<file path="src/rtl/hci_reorder_sequencer.sv">
// Splits a (base address, length, read/write) command into NB_IN_CHAN-word beats for
// the HCI reorder router and counts the fixed-latency responses until the command completes.
module hci_reorder_sequencer #(
  parameter int NB_IN_CHAN  = 4,
  parameter int NB_OUT_CHAN = 8,
  parameter int LEN_W       = 16,
  parameter int WRITE_RESP  = 1,
  parameter int OUTST_W     = 4
) (
  input  logic                           clk_i,
  input  logic                           rst_i,
  input  logic                           clear_i,
  input  logic                           cmd_valid_i,
  output logic                           cmd_ready_o,
  input  logic [31:0]                    cmd_addr_i,
  input  logic [LEN_W-1:0]               cmd_len_i,
  input  logic                           cmd_wen_i,
  output logic                           req_o,
  output logic [31:0]                    add_o,
  output logic                           wen_o,
  output logic [$clog2(NB_OUT_CHAN)-1:0] order_o,
  output logic [NB_IN_CHAN-1:0]          lane_en_o,
  input  logic                           gnt_i,
  input  logic                           r_valid_i,
  output logic                           busy_o,
  output logic                           done_o,
  output logic                           err_o
);

  localparam int OW = $clog2(NB_OUT_CHAN);
  localparam logic [31:0]      STRIDE     = 32'(4 * NB_IN_CHAN);
  localparam logic [LEN_W-1:0] BEAT_WORDS = LEN_W'(NB_IN_CHAN);

  typedef enum logic [1:0] {IDLE, ISSUE, DRAIN} state_t;

  state_t             state;
  logic [31:0]        addr;
  logic [LEN_W-1:0]   rem;
  logic [OUTST_W-1:0] outst;

  logic               inc;
  logic               dec;
  logic               err_set;
  logic [OUTST_W-1:0] outst_next;
  logic               last_beat;
  logic [LEN_W-1:0]   step;

  assign add_o     = addr;
  assign order_o   = addr[OW+1:2];
  assign last_beat = (rem <= BEAT_WORDS);
  assign step      = last_beat ? rem : BEAT_WORDS;

  always_comb begin
    lane_en_o = '0;
    for (int j = 0; j < NB_IN_CHAN; j++) begin
      lane_en_o[j] = (rem > LEN_W'(j));
    end
  end

  // Outstanding-response bookkeeping; both overflow and underflow saturate and flag an error.
  always_comb begin
    inc        = req_o & gnt_i & (wen_o | (WRITE_RESP != 0));
    dec        = r_valid_i;
    outst_next = outst;
    err_set    = 1'b0;
    if (inc && !dec) begin
      if (&outst) err_set = 1'b1;
      else        outst_next = outst + OUTST_W'(1);
    end else if (dec && !inc) begin
      if (outst == '0) err_set = 1'b1;
      else             outst_next = outst - OUTST_W'(1);
    end
  end

  always_ff @(posedge clk_i or posedge rst_i) begin
    if (rst_i) begin
      state       <= IDLE;
      addr        <= '0;
      rem         <= '0;
      outst       <= '0;
      wen_o       <= 1'b0;
      req_o       <= 1'b0;
      busy_o      <= 1'b0;
      cmd_ready_o <= 1'b1;
      done_o      <= 1'b0;
      err_o       <= 1'b0;
    end else if (clear_i) begin
      state       <= IDLE;
      addr        <= '0;
      rem         <= '0;
      outst       <= '0;
      req_o       <= 1'b0;
      busy_o      <= 1'b0;
      cmd_ready_o <= 1'b1;
      done_o      <= 1'b0;
      err_o       <= 1'b0;
    end else begin
      done_o <= 1'b0;
      outst  <= outst_next;
      if (err_set) err_o <= 1'b1;
      case (state)
        IDLE: begin
          if (cmd_valid_i) begin
            if (cmd_len_i == '0) begin
              done_o <= 1'b1;
            end else begin
              addr        <= cmd_addr_i & ~32'h3;
              rem         <= cmd_len_i;
              wen_o       <= cmd_wen_i;
              state       <= ISSUE;
              req_o       <= 1'b1;
              busy_o      <= 1'b1;
              cmd_ready_o <= 1'b0;
            end
          end
        end
        ISSUE: begin
          if (gnt_i) begin
            addr <= addr + STRIDE;
            rem  <= rem - step;
            if (last_beat) begin
              state <= DRAIN;
              req_o <= 1'b0;
            end
          end
        end
        DRAIN: begin
          // Leave as soon as the response arriving this cycle retires the last outstanding beat.
          if (outst_next == '0) begin
            state       <= IDLE;
            busy_o      <= 1'b0;
            cmd_ready_o <= 1'b1;
            done_o      <= 1'b1;
          end
        end
        default: state <= IDLE;
      endcase
    end
  end

endmodule

</file>
<file path="config.mk">
export PLATFORM = sky130hd
export DESIGN_NAME = hci_reorder_sequencer
export DESIGN_NICKNAME = d
export VERILOG_FILES = /design/src/rtl/hci_reorder_sequencer.sv
export SDC_FILE = /design/constraint.sdc
export NUM_CORES = 1
export LEC_CHECK = 0
export ABC_AREA = 1
export CAP_MARGIN = 25
export CORE_MARGIN = 2
export CORE_UTILIZATION = 36
export CTS_BUF_LIST = sky130_fd_sc_hd__clkbuf_16
export DETAILED_ROUTE_END_ITERATION = 12
export GPL_TIMING_DRIVEN = 0
export PLACE_DENSITY = 0.67
export SLEW_MARGIN = 5
export SYNTH_ARGS = -nofsm -noshare
export SYNTH_HDL_FRONTEND = slang
export SYNTH_SLANG_ARGS = --single-unit
export TNS_END_PERCENT = 100
</file>
<file path="constraint.sdc">
create_clock -name clk_i -period 2.6 [get_ports clk_i]
set_input_delay 0.26 -clock clk_i [delete_from_list [all_inputs] [get_ports clk_i]]
set_output_delay 0.26 -clock clk_i [all_outputs]
set_load 0.005 [all_outputs]
</file>
==> impl_results.md, run 1 <==
* Final hold slack at 0.195 ns
* Slew Limit Fails at 0
* Vias at 4536
* # Post-CTS Setup Buffers at 0
* DR pass1 iterations at 5
* Clk pwr share at 19.6%
* Internal Pwr Total at ~0.0036 W
* Most common cell in the netlist: nand2_1
* Status: finished, final reports clean
* Crit-path max FO at 5
* RSZ-0062 raised after global routing: false
* N_diodes at 0
* Die Y at 111 um
* Avg Inst Size Synth at 6.79 um^2
* Post-route ant nets at 0
* Number of synthesized flops with an enable pin at 0
* Flop pwr share at ~28%
* Clock period minus worst slack at roughly 2.5 ns
* Startpoint Class: register
* Hold WC Path Type: input pin to register
* Gpl congestion at approximately 0.91
* Final HPWL DP at 10.6 mm
* Synth top area cells: dfrtp_1 (34%), nand2_1 (13%), inv_1 (7.0%), nand3_1 (6.4%), nor2_1 (4.9%)
* Sequential-to-total area share from yosys stat at 34.9%
* Number of top-level pins at 100
* Initial antenna violation count at 0
* Clk slew on worst S/H paths at 0.05 ns
* Largest area contributor in the netlist: dfrtp_1
* Initial Utilization at 36.7%
* Count of cell types in the netlist at 46
* Largest net degree at the start of global routing at 34
* Most frequent cells after synthesis: nand2_1 (146), inv_1 (77), dfrtp_1 (57), nor2_1 (54), nand3_1 (53)
* Mapped cell area at around 0.0042 mm^2
* Die area at 0.0124 mm^2
* Pre-CTS WS at 0.256 ns
* Post-synth top flop: dfrtp_1
* TritonCTS Buffers at 9
* Root buf cell: clkbuf_16
* Final core occ at 49.6%
* Share of async-settable or async-resettable flops after synthesis at 100%
* Die width at 111 um
* DR iter-0 viols at between 400 and 500
* All-Layer GR Usage at 22.7%
* Switching power at roughly 0.0029 W
* Worst EP required at 2.34 ns
* Combinational share of power at 52.9%
* Post-Synthesis Cells at 612
* Worst Tran Pin Value at 0.759 ns
* Max Freq at roughly 0.40 GHz
* Power per cell area at 1140 mW/mm^2
* CTS tree: built
* Per-cell routed wire length at between 15 and 20 um
* Period utilization at 95.6%
* CTS Hold Bufs at 0
* Arrival time worst endpoint at between 2 and 2.5 ns
* Final WL at 14.0 mm
* Final setup viols at 0
* First-pass GRT wire length at around 22 mm
* Total global routing overflow at 0
* Sink Count at 58
* H-tree depth at 3
* CTS Buffer Depth at 2
* Area Growth Syn to Fin at 35.1%
* P_leak at 2.54 nW
* Row cnt at 39
* Crit end category: output pin
* Core area at 0.0113 mm^2
* Layout cells sized above 1 at under 10%
* Number of port buffers at 94
* DRC at 0
* DR vias/cell at 5.23
* Worst-Skew Late Latency at 0.33 ns
* Max cap viols at 0
* Top-area cell type share of the netlist area at 34.3%
* Worst vdd ir at 0.432 mV
* # nets final at a little under 800
* Post-CTS Resized at 0
* Slew HR at 49.4%
* Warnings, synthesis at 0
* Hold Fails Final Rpt at 0
* Worst Clk Skew at 0.00493 ns
* Sw Share at 44.7%
* Fill count at 1187
* Final worst slack at 0.115 ns
* Crit Path Class: register to output pin
* Vias in the first global route at 4378
* Seq cells post-synth at 58
==> cells in the final DEF, fill, tap and decap left out, drive strengths merged, types with 3 or more instances in the layout <==
master and n:
nor2 64, a22oi 13, a21boi 3, nand3 56, xor2 6, conb 3, nor3 22, nand2 150
clkinv 3, inv 82, o21ai 48, ha 4, or2 3, clkbuf 13, o211ai 4, nand3b 4
clkdlybuf4s50 94, buf 20, a21oi 40, nor4 4, nand4 13, dfrtp 57
==> sequential cells by signal, indices dropped and copies added, names as in the netlist <==
signal       count
done_o           1
rem             16
err_o            1
req_o            1
outst            4
wen_o            1
add_o           30
state            2
busy_o           1
cmd_ready_o      1
==> critical path, cell delays in order, from the launching register on <==
cell	delay, ns
dfrtp_1	0.41
nor2_1	0.33
nand2_1	0.12
nor2_2	0.16
nand2_1	0.09
nor2_1	0.20
o21ai_0	0.12
clkdlybuf4s50_1	0.46
==> power by group through the flow <==
stage	logic, W	clock network [W]	registers (W)
5_1_grt	0.00378	0.00131	0.00183
3_3_place_gp	0.00331	0	0.00176
3_5_place_dp	0.00337	0	0.00177
6_report	0.00339	0.00126	0.00177
4_1_cts	0.00339	0.00126	0.00176
2_1_floorplan	0.00206	0	0.00168
==> per-stage QoR <==
step           power [W]  TNS [ns]  instances  cell area, um^2
4_1_cts          0.00641         0        868             5610
5_1_grt          0.00692         0        868             5610
6_report         0.00642         0        868             5610
2_1_floorplan    0.00374         0        614             4160
3_3_place_gp     0.00508    -19.79        851             5280
3_5_place_dp     0.00514         0        852             5300
==> kinds of logic after synthesis <==
group	synth area share, %
other cells	0.0902
buf+inv	10.8
fa+ha+maj	1.20
simple gates	35.0
flops	34.9
compound gates	16.2
xor+xnor	1.69
==> worst paths after layout <==
check	start	endpoint	slack, ns	cells past startpoint
worst min register to register	cmd_ready_o$_DFFE_PP1P_	cmd_ready_o$_DFFE_PP1P_	0.47	2
min in group asynchronous	rst_i	add_o[21]$_DFFE_PP0P_	0.33	2
worst min-delay path	clear_i	err_o$_DFFE_PP0P_	0.20	2
worst max-delay path	rem[6]$_DFFE_PP0P_	lane_en_o[2]	0.11	7
worst max register to register	add_o[4]$_DFFE_PP0P_	add_o[24]$_DFFE_PP0P_	0.58	9
max in group asynchronous	rst_i	cmd_ready_o$_DFFE_PP1P_	1.60	3
==> final cells by class <==
type	instances	area, um^2	area share (%)
inverters	81	304	5.42
repair buffers	95	961	17.1
flip-flops and latches	58	1450	25.9
multi-input cells	452	2260	40.3
well taps	143	179	3.19
clock buffers	9	225	4.01
plain buffers	23	146	2.61
clock inverters	7	85.1	1.52
==> layer usage <==
metal / share of wire (%) / vias to the layer above / routed length (um) / GRT usage (%)
li1: - / 2236 / - / -
met1: 48 / 2125 / 6650 / 31.1
met2: 46 / 163 / 6390 / 37.0
met3: 5.6 / 12 / 788 / 4.30
met4: 1.2 / 0 / 164 / 6.01
met5: 0 / - / 0 / 0
No activity file was read; power rests on OpenSTA's default activity.
==> run 2: changes to the inputs <==
--- a/config.mk
+++ b/config.mk
@@ -12,9 +12,9 @@
 export CTS_BUF_LIST = sky130_fd_sc_hd__clkbuf_16
 export DETAILED_ROUTE_END_ITERATION = 12
 export GPL_TIMING_DRIVEN = 0
-export PLACE_DENSITY = 0.67
+export PLACE_DENSITY = 0.63
 export SLEW_MARGIN = 5
 export SYNTH_ARGS = -nofsm -noshare
 export SYNTH_HDL_FRONTEND = slang
 export SYNTH_SLANG_ARGS = --single-unit
-export TNS_END_PERCENT = 100
+export TNS_END_PERCENT = 30
==> run 2 against run 1 <==
  * Sequential share of layout area is 0.093 points higher
  * Fmax up 3.4%
  * Utilization down 0.18 points
  * Via count is 0.86% higher
  * Critical path type unchanged
  * Largest power group unchanged
==> impl_results.md, run 2 (synthesis gave the netlist of run 1 again) <==
* Status: finished, final reports clean (unchanged)
* Power per cell area at 1130 mW/mm^2 (was 1140 mW/mm^2)
* # nets final at 779 (unchanged)
* Die width at 111 um (unchanged)
* CTS tree: built (unchanged)
* Final HPWL DP at 10.5 mm (was 10.6 mm)
* Total global routing overflow at 0 (unchanged)
* Crit end category: output pin (unchanged)
* # Post-CTS Setup Buffers at 0 (unchanged)
* N_diodes at 0 (unchanged)
* Critical-path top delay cell: dfrtp_1 (was clkdlybuf4s50_1)
* Die area at 0.0124 mm^2 (unchanged)
* Register-to-register setup slack at 0.55 ns (was 0.58 ns)
* Post-route ant nets at 0 (unchanged)
* Worst hold path depth at 2 (unchanged)
* Final std cells w/o fill at 868 (unchanged)
* DR iter-0 viols at 389 (was 406)
* Largest net degree at the start of global routing at 39 (was 34)
* Worst-Skew Late Latency at 0.33 ns (about the same)
* First-pass GRT wire length at 22.4 mm (about the same)
* Max FFs per register at 30 (unchanged)
* Number of port buffers at 94 (unchanged)
* Hold WC Path Type: input pin to register (unchanged)
* Gpl congestion at 0.955 (was 0.907)
* Vias at 4575 (was 4536)
* CTS Buffer Depth at 2 (unchanged)
* Crit path buffers/inverters at 1 (unchanged)
* DR pass1 iterations at 5 (unchanged)
* Worst vdd ir at 0.479 mV (was 0.432 mV)
* Arrival time worst endpoint at 2.14 ns (was 2.23 ns)
* Core area at 0.0113 mm^2 (unchanged)
* Initial Utilization at 36.7% (unchanged)
* All-Layer GR Usage at 22.4% (was 22.7%)
* Worst EP required at 2.34 ns (about the same)
* DRC at 0 (unchanged)
* Pre-CTS WS at 0.232 ns (was 0.256 ns)
* DR vias/cell at 5.27 (was 5.23)
* Slew HR at 56.1% (was 49.4%)
* Initial antenna violation count at 0 (unchanged)
* Worst Tran Pin Value at 0.658 ns (was 0.759 ns)
* Layout cells sized above 1 at 8.55% (was 8.41%)
* CP Cell Sequence: nor2_1 -> nand2_1 -> nor2_2 -> nand2_1 -> nor2_1 -> o21ai_0 -> clkdlybuf4s50_1 (unchanged)
* Root buf cell: clkbuf_16 (unchanged)
* H-tree depth at 3 (unchanged)
* Tot Pwr at 0.00632 W (was 0.00642 W)
* Startpoint Class: register (unchanged)
* Hold Path Sink: err_o$_DFFE_PP0P_ (unchanged)
* Slew Limit Fails at 0 (unchanged)
* Per-cell routed wire length at 15.9 um (was 16.1 um)
* Period utilization at 92.5% (was 95.6%)
* Cell total after placement at 852 (unchanged)
* Most frequent cells in the layout: nand2_1 (146), clkdlybuf4s50_1 (94), inv_1 (77) (unchanged)
* P_leak at 2.53 nW (was 2.54 nW)
* Row cnt at 39 (unchanged)
* Fill count at 1146 (was 1187)
* Max Freq at 0.416 GHz (was 0.402 GHz)
* Cells on worst reg2reg path at 11 (was 9)
* Crit-path max FO at 6 (was 5)
* Final core occ at 49.4% (was 49.6%)
* Sink Count at 58 (unchanged)
* Final worst slack at 0.196 ns (was 0.115 ns)
* TritonCTS Buffers at 9 (unchanged)
* Vias in the first global route at 4434 (was 4378)
* Area Growth Syn to Fin at 34.6% (was 35.1%)
* RSZ-0062 raised after global routing: false (unchanged)
* Worst Hold Launch: clear_i (unchanged)
* Clk slew on worst S/H paths at 0.05 ns (about the same)
* Die Y at 111 um (unchanged)
* Hold Fails Final Rpt at 0 (unchanged)
* Final WL at 13.8 mm (was 14.0 mm)
* RR Endpoint: add_o[20]$_DFFE_PP0P_ (was add_o[24]$_DFFE_PP0P_)
* CTS Hold Bufs at 0 (unchanged)
* Max cap viols at 0 (unchanged)
* Reg2Reg Launch Point: add_o[4]$_DFFE_PP0P_ (unchanged)
* Number of top-level pins at 100 (unchanged)
* CP delay by family, top: simple AND/OR/NAND/NOR gates (unchanged)
* Crit Path Class: register to output pin (unchanged)
* Clock period minus worst slack at 2.40 ns (was 2.49 ns)
* Worst Clk Skew at 0.00757 ns (was 0.00493 ns)
* Critical Path Stages at 7 (unchanged)
* Critical Path Max Stage Delay at 0.47 ns (was 0.46 ns)
* Final setup viols at 0 (unchanged)
* Post-CTS Resized at 0 (unchanged)
* Most common cell after layout, fill and taps aside: nand2_1 (unchanged)
-- run 2: cell count changes in the layout (fill, tap and decap cells not counted), sizes merged --
cell,change
bufinv,-1
clkinvlp,+1
-- run 2: layout make-up --
class                   count  area [um^2]  area share (%)
clock inverters             7         62.6            1.12
multi-input cells         452         2260            40.5
clock buffers               9          225            4.03
repair buffers             95          961            17.2
plain buffers              23          146            2.62
flip-flops and latches     58         1450            26.0
well taps                 143          179            3.20
inverters                  81          304            5.44
-- run 2: how the worst max path moves through the flow --
stage / start / endpoint / slack, ns
3_5_place_dp: cmd_len_i[14] / rem[13]$_DFFE_PP0P_ / 0.23
4_1_cts: rem[6]$_DFFE_PP0P_ / lane_en_o[2] / 0.16
3_3_place_gp: rst_i / rem[14]$_DFFE_PP0P_ / -0.33
6_report: rem[4]$_DFFE_PP0P_ / lane_en_o[2] / 0.20
2_1_floorplan: rst_i / add_o[10]$_DFFE_PP0P_ / 0.91
5_1_grt: rem[4]$_DFFE_PP0P_ / lane_en_o[2] / 0.05
-- run 2: power breakdown --
part | total (W) | internal [W] | switching [W] | leakage, nW
clock network | 0.00117 | 0.000731 | 0.000438 | 0.140
logic | 0.00337 | 0.00141 | 0.00196 | 1.64
registers | 0.00178 | 0.00132 | 0.000459 | 0.745
total | 0.00632 | 0.00345 | 0.00286 | 2.53
-- run 2: metrics by stage --
stage | setup TNS (ns) | cell area [um^2] | hold WS (ns)
CTS | 0 | 5590 | 0.188
detailed placement | 0 | 5300 | 0.455
floorplan | 0 | 4160 | 0.377
global route | 0 | 5590 | 0.205
global placement | -18.40 | 5280 | 0.452
finish | 0 | 5590 | 0.196
-- run 2: layer usage --
metal | track usage (%) | up-vias | part of all wire [%]
met1 | 31.3 | 2171 | 47
met4 | 7.00 | 0 | 1.1
met5 | 0 | - | 0
met2 | 36.4 | 158 | 47
met3 | 2.99 | 13 | 5.2
li1 | - | 2233 | -
